`src/rtl/led_pwm_driver.sv`:
```
`default_nettype none
// ============================================================================
// Module      : led_pwm_driver
// Description : LED output stage with global PWM brightness and per-LED blink,
//               inputs shadowed at PWM period boundaries for glitch-free updates.
// Revision    : 1.0 - initial release
// ============================================================================
module led_pwm_driver #(
  parameter int DATA_W        = 10,
  parameter int PRESCALE      = 50,
  parameter int PWM_BITS      = 8,
  parameter int BLINK_PERIODS = 128
) (
  input  logic                clk,
  input  logic                reset_n,
  input  logic                enable,
  input  logic [DATA_W-1:0]   pattern_in,
  input  logic [PWM_BITS-1:0] brightness,
  input  logic [DATA_W-1:0]   blink_mask,
  output logic [DATA_W-1:0]   led_out,
  output logic                period_start,
  output logic                blink_phase
);

  localparam int c_PS_W = (PRESCALE > 1) ? $clog2(PRESCALE) : 1;
  localparam int c_BL_W = (BLINK_PERIODS > 1) ? $clog2(BLINK_PERIODS) : 1;
  localparam logic [c_PS_W-1:0]   c_PS_LAST = c_PS_W'(PRESCALE - 1);
  localparam logic [c_BL_W-1:0]   c_BL_LAST = c_BL_W'(BLINK_PERIODS - 1);
  localparam logic [PWM_BITS-1:0] c_PWM_MAX = '1;

  logic [c_PS_W-1:0]   r_prescaler;
  logic [PWM_BITS-1:0] r_pwm_cnt;
  logic [c_BL_W-1:0]   r_blink_cnt;
  logic [DATA_W-1:0]   r_pat_sh;
  logic [PWM_BITS-1:0] r_bright_sh;
  logic [DATA_W-1:0]   r_mask_sh;

  logic                w_tick;
  logic                w_boundary;
  logic                w_pwm_on;
  logic [DATA_W-1:0]   w_led_next;

  assign w_tick     = (r_prescaler == c_PS_LAST);
  assign w_boundary = w_tick && (r_pwm_cnt == c_PWM_MAX);
  // Full-scale brightness is special-cased so all-ones means never dark.
  assign w_pwm_on   = (r_bright_sh == c_PWM_MAX) ? 1'b1 : (r_pwm_cnt < r_bright_sh);
  assign w_led_next = r_pat_sh & {DATA_W{w_pwm_on}} & ~(r_mask_sh & {DATA_W{blink_phase}});

  always_ff @(posedge clk or negedge reset_n) begin
    if (!reset_n) begin
      r_prescaler <= '0;
      r_pwm_cnt   <= '0;
    end else if (!enable) begin
      r_prescaler <= '0;
      r_pwm_cnt   <= '0;
    end else begin
      r_prescaler <= w_tick ? '0 : r_prescaler + c_PS_W'(1);
      if (w_tick) begin
        r_pwm_cnt <= r_pwm_cnt + PWM_BITS'(1);
      end
    end
  end

  // Shadows follow the inputs freely while disabled, otherwise only at boundaries.
  always_ff @(posedge clk or negedge reset_n) begin
    if (!reset_n) begin
      r_pat_sh    <= '0;
      r_bright_sh <= '0;
      r_mask_sh   <= '0;
    end else if (!enable || w_boundary) begin
      r_pat_sh    <= pattern_in;
      r_bright_sh <= brightness;
      r_mask_sh   <= blink_mask;
    end
  end

  always_ff @(posedge clk or negedge reset_n) begin
    if (!reset_n) begin
      r_blink_cnt <= '0;
      blink_phase <= 1'b0;
    end else if (!enable) begin
      r_blink_cnt <= '0;
      blink_phase <= 1'b0;
    end else if (w_boundary) begin
      if (r_blink_cnt == c_BL_LAST) begin
        r_blink_cnt <= '0;
        blink_phase <= ~blink_phase;
      end else begin
        r_blink_cnt <= r_blink_cnt + c_BL_W'(1);
      end
    end
  end

  always_ff @(posedge clk or negedge reset_n) begin
    if (!reset_n) begin
      led_out      <= '0;
      period_start <= 1'b0;
    end else begin
      led_out      <= enable ? w_led_next : '0;
      period_start <= enable & w_boundary;
    end
  end

endmodule
`default_nettype wire

```
`config.mk`:
```
export PLATFORM = sky130hd
export DESIGN_NAME = led_pwm_driver
export DESIGN_NICKNAME = d
export VERILOG_FILES = /design/src/rtl/led_pwm_driver.sv
export SDC_FILE = /design/constraint.sdc
export NUM_CORES = 1
export LEC_CHECK = 0
export BUFFER_PORTS_ARGS = -buffer_cell sky130_fd_sc_hd__buf_2
export CORE_MARGIN = 2
export CORE_UTILIZATION = 45
export CTS_BUF_LIST = sky130_fd_sc_hd__clkbuf_8 sky130_fd_sc_hd__clkbuf_16
export CTS_CLUSTER_DIAMETER = 150
export DETAILED_ROUTE_END_ITERATION = 8
export PLACE_DENSITY = 0.68
export SLEW_MARGIN = 20
export SYNTH_ARGS = -nofsm -noshare
export SYNTH_HDL_FRONTEND = slang
export SYNTH_SLANG_ARGS = --single-unit
```
`constraint.sdc`:
```
create_clock -name clk -period 2.05 [get_ports clk]
set_input_delay 0.205 -clock clk [delete_from_list [all_inputs] [get_ports clk]]
set_output_delay 0.205 -clock clk [all_outputs]
set_load 0.03 [all_outputs]
```
==> summary.txt <==
Outcome
  – Status: finished, final reports clean

Power
  – P per Cell Area: 770 nW/um2
  – P_leak: 0.00159 uW
  – Overall power: 2640 uW
  – VDD IR-drop max: 0.426 mV

Setup path
  – Crit. End Element: flop
  – Crit path kind: flop to flop
  – CP Max Fanout: 9
  – FF-to-FF Start: r_prescaler[1]
  – Arrival @ worst endpoint: 2.13 ns
  – CP max-delay cell: or3b_2
  – CP delay by family, top: simple AND/OR/NAND/NOR gates
  – Worst reg-to-reg setup slack: 0.18 ns
  – CP Launch Type: flop
  – Reg-to-reg endpoint: r_blink_cnt[0]
  – CP bufs+invs: 2
  – CP Data Required Time: 2.31 ns
  – Crit-path cells: inv_1 > ha_2 > and4_4 > nand4_4 > buf_6 > or3b_2 > a21oi_1
  – CP max stage delay: 0.43 ns
  – Worst R2R Path Depth: 7

Timing
  – RSZ-0062 raised after global routing: false
  – Final Hold Fails: 0
  – Tcrit/Tclk final: 91.4%
  – Setup_tns: 0 ns
  – Worst Tran Pin Value: 0.577 ns
  – Max-slew violation count: 0
  – Clock skew: 0.00568 ns
  – Relative slew slack: 61.6%
  – Final setup viols: 0
  – Worst hold slack: 0.0949 ns
  – Crit path time final: 1.87 ns
  – Max Clk Rate: 0.533 GHz

Clock tree
  – Skew-Pair Late Insertion Delay: 0.34 ns
  – Clk root buf: clkbuf_8
  – Num CTS Buffers: 9
  – CTS tree: done
  – H-tree depth: 3
  – Clock-pin slew on the worst setup and hold paths: 0.07 ns
  – Clock Tree Buf Depth: 2
  – Clk sinks: 61

GRT
  – Vias in the first global route: 2025
  – Total grt overflow: 0
  – Initial antenna violation count: 0
  – Global-route wire length before repair: 9.20 mm
  – Largest net degree at the start of global routing: 29
  – GRT Total Usage: 16.7%

Hold path
  – Hold Path Depth: 2
  – Hold Path Class: primary input to flop
  – Hold EP: r_pat_sh[2]
  – Worst hold start: pattern_in[2]

Yosys
  – Mapped Cells: 251
  – Flops & latches, synth: 61
  – Post-synth EDFFs: 0
  – Syn_area_per_cell: 11.3 um2
  – Synth Cell Area: 2850 um2
  – Commonest cells post-synth: dfrtp_1 (61), mux2_2 (28), nand3_1 (20), nand2_1 (17), nor2_1 (17)
  – Seq/Total Area, Yosys: 53.6%
  – Area leader, netlist: dfrtp_1
  – Top_reg_cell synth: dfrtp_1
  – Top-area cell type share of the netlist area: 53.6%
  – Syn_nets: 293
  – Post-synth ARST share: 100%
  – Yosys warnings: 0
  – Unique masters post-synth: 33
  – Synth area leaders: dfrtp_1 (54%), mux2_2 (11%), ha_1 (4.8%)
  – Top-count cell post-synth: dfrtp_1

Floorplanning
  – Die Y: 83.5 um
  – Cell row count: 28
  – Starting Density: 47.2%
  – Die Width: 83.5 um
  – Core Region: 6030 um2
  – DIE AREA: 6980 um2
  – # IOs: 43

Detailed routing
  – Routed Antenna Nets: 0
  – Vias: 2068
  – Routed WL per cell: 13.6 um
  – DRT Pass-1 Iters: 4
  – DRC viols: 0
  – Avg Vias per Cell: 5.33
  – WL final: 5.28 mm
  – Drt first-iter violations: 93

Place
  – Detailed Place HPWL: 3.83 mm
  – Routability congestion estimate: 0.725
  – Port buffer count: 42

Run
  – Max-cap violation count: 0

Cells and area
  – Antenna Cells: 0
  – Final net count: 351
  – Layout cells sized above 1: 32.9%
  – P&R area growth vs syn: 20.4%
## report_power, final
group          internal (uW)  switching, uW  leakage, uW
clock network            616            439     0.000101
registers               1280           39.2     0.000774
logic                    122            143     0.000718
total                   2020            621      0.00159
## cell families (layout without fill, tap and decap cells)
family	after synthesis	after routing	synth area share, %
fa+ha+maj	11	11	4.84
simple gates	79	79	15.2
compound gates	40	40	8.62
buf+inv	20	82	2.90
flops	61	61	53.6
mux	30	30	11.8
xor+xnor	10	10	3.08
## repair_timing
item,in CTS,in global routing
gates resized for setup,0,4
endpoints found under the hold margin,25,0
setup buffers,0,1
endpoints found under the setup margin,0,28
hold buffers,1,0
## placed cells by master, fill, tap and decap left out, types with 2 or more instances in the layout
master,n
nor3_1,3
o21ai_0,15
dfrtp_1,61
mux2_2,28
ha_1,10
nand2_1,17
a21oi_1,9
buf_4,8
xor2_1,6
and3_1,2
nand4b_1,3
o31ai_1,2
clkbuf_8,11
nor2_1,17
o32ai_1,2
mux2i_1,2
buf_2,42
or3_1,4
or4_1,2
a21boi_0,10
inv_1,13
xnor2_1,4
nand3_1,20
clkinv_2,2
nand4_1,4
## registers in the layout, indices dropped and copies added, names as in the netlist
signal / flops
led_out: 10
r_mask_sh: 10
r_pat_sh: 10
r_bright_sh: 8
r_pwm_cnt: 8
r_blink_cnt: 7
r_prescaler: 6
blink_phase: 1
period_start: 1
## routing by layer
metal / global-route usage [%] / vias to the layer above / share of wire (%)
met1: 21.3 / 1002 / 46
met3: 4.45 / 11 / 4.2
met4: 9.53 / 0 / 2.6
met2: 25.7 / 43 / 48
met5: 0 / - / 0
li1: - / 1012 / -
## worst max-delay path by stage
stage / startpoint / to / slack, ns / cells past startpoint
global placement: r_prescaler[1] / r_blink_cnt[0] / 0.15 / 7
CTS: r_prescaler[1] / r_blink_cnt[0] / 0.07 / 7
finish: r_prescaler[1] / r_blink_cnt[0] / 0.18 / 7
floorplan: r_prescaler[1] / r_bright_sh[0] / 0.20 / 7
detailed placement: r_prescaler[1] / r_blink_cnt[0] / 0.07 / 7
global route: r_prescaler[1] / r_blink_cnt[0] / 0.03 / 7
## per-stage QoR
step / util (%) / cells / area, um2 / setup slack, ns
floorplan: - / 251 / 2850 / 0.200
global placement: 53.1 / 371 / 3200 / 0.150
detailed placement: 53.1 / 371 / 3200 / 0.0711
CTS: 56.6 / 387 / 3410 / 0.0689
global route: 56.9 / 388 / 3430 / 0.0296
finish: 56.9 / 388 / 3430 / 0.176
## worst reg2reg max path: cells and delay by family (launching register included)
family | cells | cell delay, ns
AND/OR/NAND/NOR | 3 | 0.83
AO/OA/AOI/OAI | 1 | 0.13
adder cells (fa/ha/maj) | 1 | 0.19
buffers and inverters | 2 | 0.25
flip-flops | 1 | 0.40
## layout make-up
class | count | area, um2
fill | 511 | 2600
sequential | 61 | 1530
multi-input combinational | 170 | 1240
timing repair buffer | 53 | 312
clock buffer | 11 | 151
tap | 75 | 93.8
inverter | 14 | 52.6
clock inverter | 4 | 47.5
Power figures use the tool's default switching activity.
